--- src/rtl/pipe_pkg.sv ---
// Constants shared by the 10-bit 4-operand arithmetic pipeline and its result sink.
package pipe_pkg;
    localparam int F_W        = 10;
    localparam int SINK_DEPTH = 4;
    localparam int SINK_SUM_W = 16;
endpackage : pipe_pkg

--- src/rtl/pipe_sink_mem.sv ---
// DEPTH x W register array for the result sink: one write port, asynchronous read.
module pipe_sink_mem #(
    parameter int W     = 10,
    parameter int DEPTH = 4,
    parameter int AW    = $clog2(DEPTH)
) (
    input  logic          clk,
    input  logic          we,
    input  logic [AW-1:0] waddr,
    input  logic [W-1:0]  wdata,
    input  logic [AW-1:0] raddr,
    output logic [W-1:0]  rdata
);
    logic [W-1:0] entries [DEPTH];

    // Storage holds no reset; the owner tracks which entries are live.
    genvar gi;
    generate
        for (gi = 0; gi < DEPTH; gi++) begin : g_entry
            logic [W-1:0] entry_reg;
            always_ff @(posedge clk) begin
                if (we && (waddr == AW'(gi))) begin
                    entry_reg <= wdata;
                end
            end
            assign entries[gi] = entry_reg;
        end
    endgenerate

    assign rdata = entries[raddr];
endmodule : pipe_sink_mem

--- src/rtl/pipe_result_sink.sv ---
// Non-stalling FWFT sink for pipeline results with sticky overflow flag.
// Optional running sum/max statistics when PIPE_SINK_STATS_EN is defined.
module pipe_result_sink
    import pipe_pkg::*;
#(
    parameter int W     = F_W,
    parameter int DEPTH = SINK_DEPTH,
    parameter int CNT_W = $clog2(DEPTH + 1),
    parameter int SUM_W = SINK_SUM_W
) (
    input  logic             clk,
    input  logic             rst_n,
    input  logic             in_valid,
    input  logic [W-1:0]     in_f,
    output logic             out_valid,
    input  logic             out_ready,
    output logic [W-1:0]     out_f,
    output logic [CNT_W-1:0] count,
    output logic             full,
    output logic             empty,
    output logic             overflow,
    input  logic             clr_ovf,
    output logic [SUM_W-1:0] acc_sum,
    output logic [W-1:0]     acc_max
);
    localparam int PTR_W = $clog2(DEPTH);

    logic [PTR_W-1:0] wr_ptr_reg, rd_ptr_reg;
    logic [CNT_W-1:0] count_reg, count_next;
    logic             overflow_reg;
    logic             push, pop, drop;
    logic [W-1:0]     head_data;

    assign empty     = (count_reg == '0);
    assign full      = (count_reg == CNT_W'(DEPTH));
    assign out_valid = ~empty;
    assign pop       = out_valid & out_ready;
    // A pop frees the slot in the same cycle, so a full FIFO can still accept.
    assign push      = in_valid & (~full | pop);
    assign drop      = in_valid & full & ~pop;
    assign count     = count_reg;
    assign overflow  = overflow_reg;
    assign out_f     = out_valid ? head_data : '0;

    pipe_sink_mem #(
        .W     (W),
        .DEPTH (DEPTH),
        .AW    (PTR_W)
    ) u_mem (
        .clk   (clk),
        .we    (push),
        .waddr (wr_ptr_reg),
        .wdata (in_f),
        .raddr (rd_ptr_reg),
        .rdata (head_data)
    );

    always_comb begin
        count_next = count_reg;
        case ({push, pop})
            2'b10:   count_next = count_reg + CNT_W'(1);
            2'b01:   count_next = count_reg - CNT_W'(1);
            default: count_next = count_reg;
        endcase
    end

    always_ff @(posedge clk or negedge rst_n) begin
        if (!rst_n) begin
            wr_ptr_reg   <= '0;
            rd_ptr_reg   <= '0;
            count_reg    <= '0;
            overflow_reg <= 1'b0;
        end else begin
            count_reg <= count_next;
            if (push) wr_ptr_reg <= wr_ptr_reg + PTR_W'(1);
            if (pop)  rd_ptr_reg <= rd_ptr_reg + PTR_W'(1);
            // A drop in the same cycle as a clear keeps the flag set.
            if (drop)         overflow_reg <= 1'b1;
            else if (clr_ovf) overflow_reg <= 1'b0;
        end
    end

`ifdef PIPE_SINK_STATS_EN
    logic [SUM_W-1:0] acc_sum_reg;
    logic [W-1:0]     acc_max_reg;

    always_ff @(posedge clk or negedge rst_n) begin
        if (!rst_n) begin
            acc_sum_reg <= '0;
            acc_max_reg <= '0;
        end else if (push) begin
            acc_sum_reg <= acc_sum_reg + SUM_W'(in_f);
            if (in_f > acc_max_reg) acc_max_reg <= in_f;
        end
    end

    assign acc_sum = acc_sum_reg;
    assign acc_max = acc_max_reg;
`else
    assign acc_sum = '0;
    assign acc_max = '0;
`endif
endmodule : pipe_result_sink

--- config.mk ---
export PLATFORM = sky130hd
export DESIGN_NAME = pipe_result_sink
export DESIGN_NICKNAME = d
export VERILOG_FILES = /design/src/rtl/pipe_pkg.sv /design/src/rtl/pipe_sink_mem.sv /design/src/rtl/pipe_result_sink.sv
export SDC_FILE = /design/constraint.sdc
export NUM_CORES = 1
export LEC_CHECK = 0
export CAP_MARGIN = 25
export CORE_MARGIN = 4
export CORE_UTILIZATION = 43
export DETAILED_ROUTE_END_ITERATION = 8
export PLACE_DENSITY = 0.75
export REMOVE_ABC_BUFFERS = 1
export SKIP_CTS_REPAIR_TIMING = 1
export SYNTH_ARGS = -nofsm -noshare
export SYNTH_HDL_FRONTEND = slang
export SYNTH_SLANG_ARGS = --single-unit
--- constraint.sdc ---
create_clock -name clk -period 2.4 [get_ports clk]
set_clock_uncertainty 0.2 [all_clocks]
set_input_delay 0.72 -clock clk [delete_from_list [all_inputs] [get_ports clk]]
set_output_delay 0.72 -clock clk [all_outputs]
set_load 0.01 [all_outputs]
# == Yosys cells after proc, flatten, opt, wreduce, memory -nomap -nowiden ==
# Index checks and enable logic that the tools add are counted.
# word_totals
regBits,48
in_bits,15
# classes
n_bitwise,9
n_reduce_logical,8
mux,7
n_lt_le_gt_ge,1
eq_ne,6
n_addsub,4
# op_table
operator,n
$mux W10,3
$bmux W10 S2,1
$eq A2 B2 Y1 const B,3
$pmux W3 S2,1
$add A2 B1 Y2 const B,2
$and A1 B1 Y1,4
$eq A2 B1 Y1 const B,2
$logic_and A1 B1 Y1,4
$reduce_bool A2 Y1,2
$add A3 B1 Y3 const B,1
$eq A3 B3 Y1 const B,1
$ge A3 B3 Y1 const B,1
$logic_not A3 Y1,1
$not A1 Y1,3
$not A2 Y3,1
$sub A3 B1 Y3 const B,1
$logic_not A2 Y1,1
$mux W1,2
$or A1 B1 Y1,1

# == Depth between registers and ports, before layout ==
# Gate-level depths: netlist (run 1).
# depth
depth_word,7
mapped_depth,9
mapped_depth_nobuf,9

# == Cells and area by module ==
# Synthesis (run 1) repeated with hierarchy kept, for this count alone.
# hier_totals
hier_cells,147
hier_area_um2,2237.1
# modules_own_cells
mod,seq_area_each_um2,cells_each,area_per_inst_um2,n_inst
pipe_sink_mem,1201.2,56,1473.9,1
pipe_result_sink,200.2,91,763.2,1

# == Worst setup path after synthesis (run 1) ==
# No wires, ideal clock.
# synth_timing
path_kind,register to register
start,reg count_reg[0] (netlist: count[0])
end,reg count_reg[2] (netlist: count[2])
setup_ns,0.079
setup_slack_ns,0.038
synth_period_minus_slack_ns,2.362
stages_incl_launch_ff,10
arrival_ns,2.083
required_time_ns,2.121
cell_sequence,dfrtp_1 or3b_4 o21a_4 inv_1 ha_1 inv_1 fa_1 xor2_1 nor2_1 xor2_1
# synth_via
elab_chain_cells,7
# synth_lines
element,line_no,rtl
from (decl),pipe_result_sink.sv:29,"logic [CNT_W-1:0] count_reg, count_next;"
from (signal assigned),pipe_result_sink.sv:74,count_reg <= count_next;
$logic_not A3 Y1,pipe_result_sink.sv:34,assign empty = (count_reg == '0);
$not A1 Y1,pipe_result_sink.sv:36,assign out_valid = ~empty;
$and A1 B1 Y1,pipe_result_sink.sv:37,assign pop = out_valid & out_ready;
$or A1 B1 Y1,pipe_result_sink.sv:39,assign push = in_valid & (~full | pop);
$and A1 B1 Y1,pipe_result_sink.sv:39,
$eq A2 B1 Y1 / $eq A2 B2 Y1 (equally long branches),pipe_result_sink.sv:60,"case ({push, pop})"
$pmux W3 S2 / $reduce_bool A2 Y1 (equally long branches),-,
# Parallel ways exist; a longest one is shown, timed or not.
# A chain may end at the register's enable or synchronous reset.

# == Worst setup path in the final report (run 1) ==
# layout_timing
start,reg rd_ptr_reg[0]
end,out out_f[7]
# layout_via
elab_chain_cells,5
# layout_lines
element,line_no,rtl
from (decl),pipe_result_sink.sv:28,"logic [PTR_W-1:0] wr_ptr_reg, rd_ptr_reg;"
from (signal assigned),pipe_result_sink.sv:76,if (pop) rd_ptr_reg <= rd_ptr_reg + PTR_W'(1);
$not A2 Y3 (not written as such),pipe_sink_mem.sv:30,assign rdata = entries[raddr];
$bmux W10 S2,pipe_sink_mem.sv:30,
$mux W10 (not written as such) (2 in series),pipe_sink_mem.sv:30,
$mux W10,pipe_result_sink.sv:43,assign out_f = out_valid ? head_data : '0;
to (decl),pipe_result_sink.sv:17,"output logic [W-1:0] out_f,"
# Every way passes these cells. The select of a mux whose other input is x is not followed.

==> results.py, run 1 <==
metrics = {
    "synthesis": {
        "synth.yosys.warnings": 0,
        "syn-cell-area_um2": 2190,
        "post_synth_num_cell_types": 22,
        "synth.yosys.seq_area_share_pct": 64.0,
        "netlist_instances": 133,
        "yosysTopAreaCell": "sky130_fd_sc_hd__edfxtp_1",
        "synth.top_cell.area_share_pct": 54.9,
        "top_area_cells_in_the_synthesized_netlist": "sky130_fd_sc_hd__edfxtp_1, sky130_fd_sc_hd__mux4_2, sky130_fd_sc_hd__buf_4",
        "postSynthAreaPerCell_um2": 16.5,
        "synth.ff_latch_count": 48,
    },
    "grt": {
        "antenna_violations_before_repair": 0,
        "global_router_s_overall_resource_usage_pct": 12.7,
        "wire_length_of_the_first_global_routing_pass_mm": 5.84,
        "grt.overflow.total": 0,
        "via_count_of_the_first_global_routing_pass": 1187,
        "pin_count_of_the_biggest_net_entering_global_routing": 15,
    },
    "layout": {
        "most-common-layout-cells": "sky130_fd_sc_hd__edfxtp_1, sky130_fd_sc_hd__conb_1, sky130_fd_sc_hd__buf_4",
        "num-nets-final": 214,
        "diodes": 0,
        "area.growth.synth_to_final_pct": 29.5,
        "layout-drive-gt1-share_pct": 39.4,
        "finish.cell_count_without_fillers": 260,
        "most_common_cell_after_layout_fill_and_taps_aside": "sky130_fd_sc_hd__edfxtp_1",
        "flip_flop_count_of_the_largest_register_after_layout": 40,
    },
    "cts": {
        "cts.reportedPaths.clkPinSlew_ns": 0.08,
        "tritoncts.num_buffers": 5,
        "cts_root_buffer": "sky130_fd_sc_hd__clkbuf_8",
        "clock_sinks": 48,
        "tritoncts": "done",
        "clock_insertion_delay_worst_skew_ns": 0.29,
        "clock_path_buffers": 2,
        "h-tree-depth": 2,
    },
    "route": {
        "ant_nets": 0,
        "avgRoutedWirePerCell_um": 15.6,
        "vias": 1185,
        "viasPerCell": 4.56,
        "detail_route.drc_violations": 0,
        "initialDrtViolationCount": 95,
        "detail_route.first_pass.iterations": 4,
        "wl_mm": 4.06,
    },
    "worst_setup_path": {
        "cp_data_arrival_time_ns": 1.70,
        "required_time_at_the_worst_slack_endpoint_ns": 1.48,
        "worstReg2RegEnd": "count[2]",
        "reg2reg_setup_slack_ns": -0.12,
        "cp-start-kind": "flop",
        "path_class": "reg2out",
        "critPathCapture": "out_f[7]",
        "setup.worst_path.start": "rd_ptr_reg[0]",
        "worstSetupEndpointType": "output pin",
        "crit_path_max_fanout": 8,
        "worst-r2r-cell-count": 10,
        "timing.rr.start": "count[1]",
    },
    "die": {
        "dieArea_um2": 6300,
        "io_pins": 58,
        "die_width_um": 79.4,
        "initial_core_utilization_pct": 45.5,
        "die_y_um": 79.4,
        "placementRows": 25,
        "core-area_um2": 4820,
    },
    "sta": {
        "fin_crit_sh_pct": 109,
        "setup_repair_after_global_routing_missed_its_margin": "true",
        "report.final.hold_viol_count": 0,
        "setup-tns-final_ns": -2.12,
        "final_worst_setup_slack_ns": -0.219,
        "max_freq_mhz": 382,
        "setup_viol_count_final": 12,
        "period_minus_ws_final_ns": 2.62,
        "timing_max_transition_violations_final": 0,
        "timing.hold.ws_ns": 0.337,
    },
    "placement": {
        "buffer_ports.inserted": 31,
        "gp_congestion": 0.775,
        "dpl.hpwl_mm": 2.70,
        "placed_cells_incl_taps": 238,
    },
    "power_and_ir_drop": {
        "power_per_cell_area_nw_per_um2": 1200,
        "max-vdd-ir-drop_mv": 0.576,
        "power.static_leakage_nw": 1.16,
    },
    "outcome": {
        "failing_checks": "setup timing",
        "run_status": "finished with violations",
    },
    "hold_path": {
        "hp-class": "reg2reg",
    },
    "job": {
        "cap_viol_max_count": 0,
    },
}
[worst min-delay path by stage]
stage | endpoint | from | slack [ns] | cells after the start
floorplan | count[0] | rst_n | 0.22 | 0
global placement | overflow | overflow | 0.32 | 2
global route | overflow | overflow | 0.36 | 2
detailed placement | overflow | overflow | 0.33 | 2
CTS | overflow | overflow | 0.34 | 2
finish | overflow | overflow | 0.34 | 2
[synthesized netlist by cell type, drive strengths merged]
cell type / number
mux2: 1
dfrtp: 8
or3: 1
xor2: 3
buf: 28
inv: 10
xnor2: 3
or3b: 1
fa: 1
o21a: 1
clkbuf: 1
mux4: 10
o32ai: 1
conb: 1
and2: 15
nand3: 1
edfxtp: 40
mux2i: 1
nor2: 1
ha: 5
[critical path, cell delays in order (launching register included)]
cell and delay [ns]:
sky130_fd_sc_hd__dfrtp_1 0.40, sky130_fd_sc_hd__buf_12 0.14, sky130_fd_sc_hd__buf_6 0.10, sky130_fd_sc_hd__mux4_2 0.48, sky130_fd_sc_hd__and2_4 0.17, sky130_fd_sc_hd__clkbuf_2 0.12
[logic make-up after synthesis]
kind of cell    Yosys count  synth area share, %
flops                    48                 64.0
buf+inv                  39                 11.4
simple gates             19                 5.77
mux                      12                 11.4
fa+ha+maj                 6                 3.77
xor+xnor                  6                 2.40
compound gates            2                 1.09
other cells               1                0.171
[area by class of cell]
cell class                 instances  area, um2
clock buffer                       5       68.8
fill                             372       1980
multi-input combinational         72        684
inverter                          10       40.0
sequential                        48       1400
clock inverter                     2       12.5
timing repair buffer              56        544
tap                               67       83.8
[metrics by stage]
stage / util (%) / instance area (um2) / total power [W] / setup slack (ns)
final: 58.9 / 2840 / 0.00341 / -0.219
after global routing: 58.9 / 2840 / 0.00363 / -0.314
after CTS: 55.1 / 2660 / 0.00311 / -0.565
after detailed placement: 53.4 / 2570 / 0.00267 / -0.399
after global placement: 53.4 / 2570 / 0.00260 / -0.301
after floorplan: - / 2070 / 0.00194 / 0.0381
[power breakdown]
part | total, W | switching (W) | internal (W)
Clock | 0.000436 | 0.000239 | 0.000197
Combinational | 0.00176 | 0.000692 | 0.00107
Sequential | 0.00121 | 0.0000937 | 0.00112
[per-layer routing]
metal / share of wire [%] / track usage, % / vias to the layer above
li1: - / - / 540
met1: 35 / 13.1 / 592
met3: 6.1 / 4.08 / 6
met5: 0 / 0 / -
met2: 57 / 23.3 / 47
met4: 1.8 / 5.33 / 0
Note: power is estimated with default switching activity, not from simulation.
==> run 2: changes to the inputs <==
--- a/config.mk
+++ b/config.mk
@@ -7,2 +7,3 @@
 export LEC_CHECK = 0
+export ABC_CLOCK_PERIOD_IN_PS = 2400
 export CAP_MARGIN = 25
==> constraint.sdc (replaced) <==
create_clock -name clk -period 2.4 [get_ports clk]
set_clock_uncertainty 0.2 [all_clocks]
set_input_delay 0.24 -clock clk [delete_from_list [all_inputs] [get_ports clk]]
set_output_delay 0.24 -clock clk [all_outputs]
set_load 0.01 [all_outputs]
==> results.py, run 2 (same netlist as run 1, synthesis figures left out) <==
metrics = {
    "layout": {
        "flip_flop_count_of_the_largest_register_after_layout": 40,
        "layout-drive-gt1-share_pct": 21.6,
        "final_core_util_pct": 55.6,
        "area.growth.synth_to_final_pct": 22.2,
        "num-nets-final": 196,
        "multiInputGateArea_um2": 651,
        "fill_cells": 394,
        "most_common_cell_after_layout_fill_and_taps_aside": "sky130_fd_sc_hd__edfxtp_1",
        "most-common-layout-cells": "sky130_fd_sc_hd__edfxtp_1, sky130_fd_sc_hd__conb_1, sky130_fd_sc_hd__clkdlybuf4s50_1",
        "diodes": 0,
        "ff_latch_area_um2": 1400,
        "finish.cell_count_without_fillers": 243,
    },
    "route": {
        "ant_nets": 0,
        "initialDrtViolationCount": 58,
        "detail_route.first_pass.iterations": 4,
        "vias": 1083,
        "viasPerCell": 4.46,
        "wl_mm": 3.56,
        "detail_route.drc_violations": 0,
        "avgRoutedWirePerCell_um": 14.6,
    },
    "worst_setup_path": {
        "cp-start-kind": "flop",
        "cp_top_family": "simple AND/OR/NAND/NOR gates",
        "crit_path_max_fanout": 3,
        "required_time_at_the_worst_slack_endpoint_ns": 2.41,
        "critical_path_cell_list": "or3b_4, o21a_4, inv_2, ha_4, inv_2, fa_2, xor2_1, nor2_1, xor2_1",
        "crit_path_top_delay_cell": "sky130_fd_sc_hd__dfrtp_1",
        "cp_data_arrival_time_ns": 2.35,
        "critical_path.n_buffers_inverters": 2,
        "worstSetupEndpointType": "flop",
        "cpPeakStageDelay_ns": 0.41,
        "path_class": "reg2reg",
    },
    "sta": {
        "period_minus_ws_final_ns": 2.34,
        "final_worst_setup_slack_ns": 0.0552,
        "timing_max_transition_violations_final": 0,
        "fin_crit_sh_pct": 97.7,
        "setup_repair_after_global_routing_missed_its_margin": "true",
        "setup-tns-final_ns": 0,
        "max_freq_mhz": 426,
        "report.final.hold_viol_count": 0,
        "setup_viol_count_final": 0,
    },
    "die": {
        "core-area_um2": 4820,
        "die_y_um": 79.4,
        "die_width_um": 79.4,
        "dieArea_um2": 6300,
        "io_pins": 58,
        "placementRows": 25,
        "initial_core_utilization_pct": 45.5,
    },
    "placement": {
        "gp_congestion": 0.769,
        "buffer_ports.inserted": 31,
        "placed_cells_incl_taps": 232,
        "dpl.hpwl_mm": 2.52,
        "place_worst_setup_slack_ns": -0.0457,
    },
    "grt": {
        "via_count_of_the_first_global_routing_pass": 1087,
        "grt.overflow.total": 0,
        "antenna_violations_before_repair": 0,
        "pin_count_of_the_biggest_net_entering_global_routing": 16,
        "wire_length_of_the_first_global_routing_pass_mm": 5.40,
        "global_router_s_overall_resource_usage_pct": 11.6,
    },
    "outcome": {
        "run_status": "completed",
    },
    "cts": {
        "clock_path_buffers": 2,
        "clock_sinks": 48,
        "cts.reportedPaths.clkPinSlew_ns": 0.08,
        "h-tree-depth": 2,
        "clock_insertion_delay_worst_skew_ns": 0.29,
        "cts_root_buffer": "sky130_fd_sc_hd__clkbuf_8",
        "tritoncts": "done",
        "tritoncts.num_buffers": 5,
    },
    "power_and_ir_drop": {
        "power.static_leakage_nw": 1.13,
        "power_per_cell_area_nw_per_um2": 1120,
        "max-vdd-ir-drop_mv": 0.599,
        "fin_total_pwr_w": 0.00301,
    },
    "hold_path": {
        "hp-class": "in2async",
    },
    "job": {
        "cap_viol_max_count": 0,
    },
}
==> run 2: metal layers <==
metal	wire length (um)	GRT usage (%)	share of wire, %	vias up
li1	-	-	-	502
met1	1460	14.0	41	532
met3	226	2.95	6.4	5
met5	0	0	0	-
met4	47	4.64	1.3	0
met2	1820	19.8	51	44
==> run 2: worst paths after layout <==
check / end / slack, ns / startpoint / cells past startpoint
worst max register to register: count[2] / 0.06 / count[1] / 9
max in group asynchronous: wr_ptr_reg[0] / 1.70 / rst_n / 1
worst max-delay path: count[2] / 0.06 / count[1] / 9
min in group clk: overflow / 0.31 / clr_ovf / 2
worst min register to register: overflow / 0.34 / overflow / 2
worst min-delay path: count[2] / 0.03 / rst_n / 1
==> run 2: where the power goes <==
| group | internal (W) | switching (W) |
|---|---|---|
| registers | 0.00112 | 0.000108 |
| clock network | 0.000203 | 0.000248 |
| logic | 0.000770 | 0.000562 |
==> run 2: cell type report <==
type	count	area share [%]
flip-flops and latches	48	52.4
multi-input cells	71	24.3
repair buffers	39	15.6
well taps	67	3.13
clock buffers	5	2.57
inverters	10	1.40
clock inverters	3	0.655
==> run 2: through the flow <==
step,instance area [um2],hold WS [ns]
6_report,2680,0.0289
5_1_grt,2680,0.0524
4_1_cts,2600,0.0348
3_5_place_dp,2520,0.337
3_3_place_gp,2520,0.286
2_1_floorplan,2070,-0.256
==> run 3: changes to the inputs <==
Settings changed: CORE_MARGIN 4 to not set.
==> results.py, run 3 (same netlist as run 1, synthesis figures left out) <==
metrics = {
    "placement": {
        "dpl.hpwl_mm": 2.45,
        "place_worst_setup_slack_ns": -0.00826,
        "placed_cells_incl_taps": 234,
        "buffer_ports.inserted": 31,
        "gp_congestion": 0.790,
    },
    "die": {
        "dieArea_um2": 5380,
        "placementRows": 25,
        "die_width_um": 73.4,
        "initial_core_utilization_pct": 45.5,
        "io_pins": 58,
        "die_y_um": 73.4,
        "core-area_um2": 4820,
    },
    "worst_setup_path": {
        "worst-r2r-cell-count": 9,
        "critical_path_cell_list": "or3b_4, o21a_4, inv_4, ha_4, inv_2, fa_2, xor2_1, nor2_1, xor2_1",
        "worstReg2RegEnd": "count[2]",
        "cp_data_arrival_time_ns": 2.41,
        "critical_path.n_buffers_inverters": 2,
        "path_class": "reg2reg",
        "required_time_at_the_worst_slack_endpoint_ns": 2.42,
        "cp-start-kind": "flop",
        "reg2reg_setup_slack_ns": 0.01,
        "cp_top_family": "simple AND/OR/NAND/NOR gates",
        "worst_path_most_repeated_cell": "sky130_fd_sc_hd__xor2_1",
        "timing.rr.start": "count[1]",
        "worstSetupEndpointType": "flop",
        "crit_path_top_delay_cell": "sky130_fd_sc_hd__or3b_4",
        "cpPeakStageDelay_ns": 0.42,
        "crit_path_max_fanout": 4,
    },
    "layout": {
        "ff_latch_area_um2": 1400,
        "most-common-layout-cells": "sky130_fd_sc_hd__edfxtp_1, sky130_fd_sc_hd__conb_1, sky130_fd_sc_hd__clkdlybuf4s50_1",
        "area.growth.synth_to_final_pct": 22.7,
        "fill_cells": 379,
        "layout-drive-gt1-share_pct": 21.0,
        "flip_flop_count_of_the_largest_register_after_layout": 40,
        "num-nets-final": 196,
        "most_common_cell_after_layout_fill_and_taps_aside": "sky130_fd_sc_hd__edfxtp_1",
        "diodes": 0,
        "finish.cell_count_without_fillers": 243,
        "multiInputGateArea_um2": 648,
    },
    "grt": {
        "global_router_s_overall_resource_usage_pct": 14.4,
        "grt.overflow.total": 0,
        "gr-usage-met3_pct": 4.12,
        "groute.layer.met2.usage_pct": 24.9,
        "top_usage_layer": "met2",
        "wire_length_of_the_first_global_routing_pass_mm": 5.42,
        "pin_count_of_the_biggest_net_entering_global_routing": 15,
        "antenna_violations_before_repair": 0,
        "grt_util_met1_pct": 16.7,
        "via_count_of_the_first_global_routing_pass": 1089,
    },
    "route": {
        "avgRoutedWirePerCell_um": 14.5,
        "wl_mm": 3.52,
        "vias": 1080,
        "viasPerCell": 4.44,
        "detail_route.first_pass.iterations": 4,
        "detail_route.drc_violations": 0,
        "initialDrtViolationCount": 48,
        "ant_nets": 0,
    },
    "sta": {
        "setup_repair_after_global_routing_missed_its_margin": "true",
        "fin_crit_sh_pct": 99.5,
        "timing_max_transition_violations_final": 0,
        "setup_viol_count_final": 0,
        "report.final.hold_viol_count": 0,
        "period_minus_ws_final_ns": 2.39,
        "max_freq_mhz": 419,
        "final_worst_setup_slack_ns": 0.0114,
    },
    "power_and_ir_drop": {
        "max-vdd-ir-drop_mv": 0.531,
        "power_per_cell_area_nw_per_um2": 1160,
        "power.static_leakage_nw": 1.13,
    },
    "cts": {
        "tritoncts": "done",
        "tritoncts.num_buffers": 5,
        "clock_path_buffers": 2,
        "cts.reportedPaths.clkPinSlew_ns": 0.08,
        "clock_insertion_delay_worst_skew_ns": 0.30,
        "clock_sinks": 48,
        "cts_root_buffer": "sky130_fd_sc_hd__clkbuf_8",
        "h-tree-depth": 2,
    },
    "outcome": {
        "run_status": "completed",
    },
    "hold_path": {
        "hp-class": "in2async",
    },
    "job": {
        "cap_viol_max_count": 0,
    },
}
## run 3: changes by cell type in the layout (fill, tap and decap cells not counted), sizes merged
cell,before,now
clkdlybuf4s50,19,20
clkbuf,5,6
bufinv,0,1
inv,11,10
dlymetal6s2s,12,11
clkinv,2,1
## run 3: worst reg2reg max path: stages (launching register included)
cell                      delay (ns)
sky130_fd_sc_hd__dfrtp_1        0.41
sky130_fd_sc_hd__or3b_4         0.42
sky130_fd_sc_hd__o21a_4         0.22
sky130_fd_sc_hd__inv_4          0.05
sky130_fd_sc_hd__ha_4           0.13
sky130_fd_sc_hd__inv_2          0.04
sky130_fd_sc_hd__fa_2           0.37
sky130_fd_sc_hd__xor2_1         0.15
sky130_fd_sc_hd__nor2_1         0.13
sky130_fd_sc_hd__xor2_1         0.18
## run 3: per-layer routing
metal,vias to the layer above,share of wire (%)
li1,501,-
met5,-,0
met3,7,4.9
met1,525,41
met2,47,52
met4,0,2.1
## run 3: per-stage QoR
step / hold WS, ns / total power [W] / instance area [um2] / TNS (ns) / utilization [%]
detailed placement: 0.322 / 0.00258 / 2520 / -0.00826 / 52.3
CTS: 0.0249 / 0.00314 / 2630 / -1.01 / 54.5
global route: 0.0320 / 0.00328 / 2690 / -0.0470 / 55.8
floorplan: -0.256 / 0.00194 / 2070 / 0 / -
finish: 0.0202 / 0.00311 / 2690 / 0 / 55.8
global placement: 0.285 / 0.00251 / 2520 / 0 / 52.3
## run 3: final cells by class
| class | instances | area share (%) |
|---|---|---|
| Multi-Input combinational cell | 71 | 24.1 |
| Sequential cell | 48 | 52.2 |
| Inverter | 10 | 1.49 |
| Tap cell | 67 | 3.12 |
| Clock buffer | 6 | 2.70 |
| Clock inverter | 2 | 1.30 |
| Timing Repair Buffer | 39 | 15.1 |
## run 3: worst max-delay path by stage
stage / startpoint / to / slack (ns) / cells past startpoint
after CTS: count[0] / out_f[7] / -0.11 / 4
after global placement: count[0] / count[2] / 0.10 / 9
final: count[1] / count[2] / 0.01 / 9
after floorplan: count[0] / count[2] / 0.04 / 9
after detailed placement: count[0] / count[2] / -0.008 / 9
after global routing: count[1] / count[2] / -0.05 / 9
## run 3: power by group
| part | total [W] | switching, W | internal (W) |
|---|---|---|---|
| clock | 0.000562 | 0.000253 | 0.000309 |
| combinational | 0.00134 | 0.000591 | 0.000752 |
| sequential | 0.00120 | 0.0000816 | 0.00112 |
| total | 0.00311 | 0.000926 | 0.00218 |
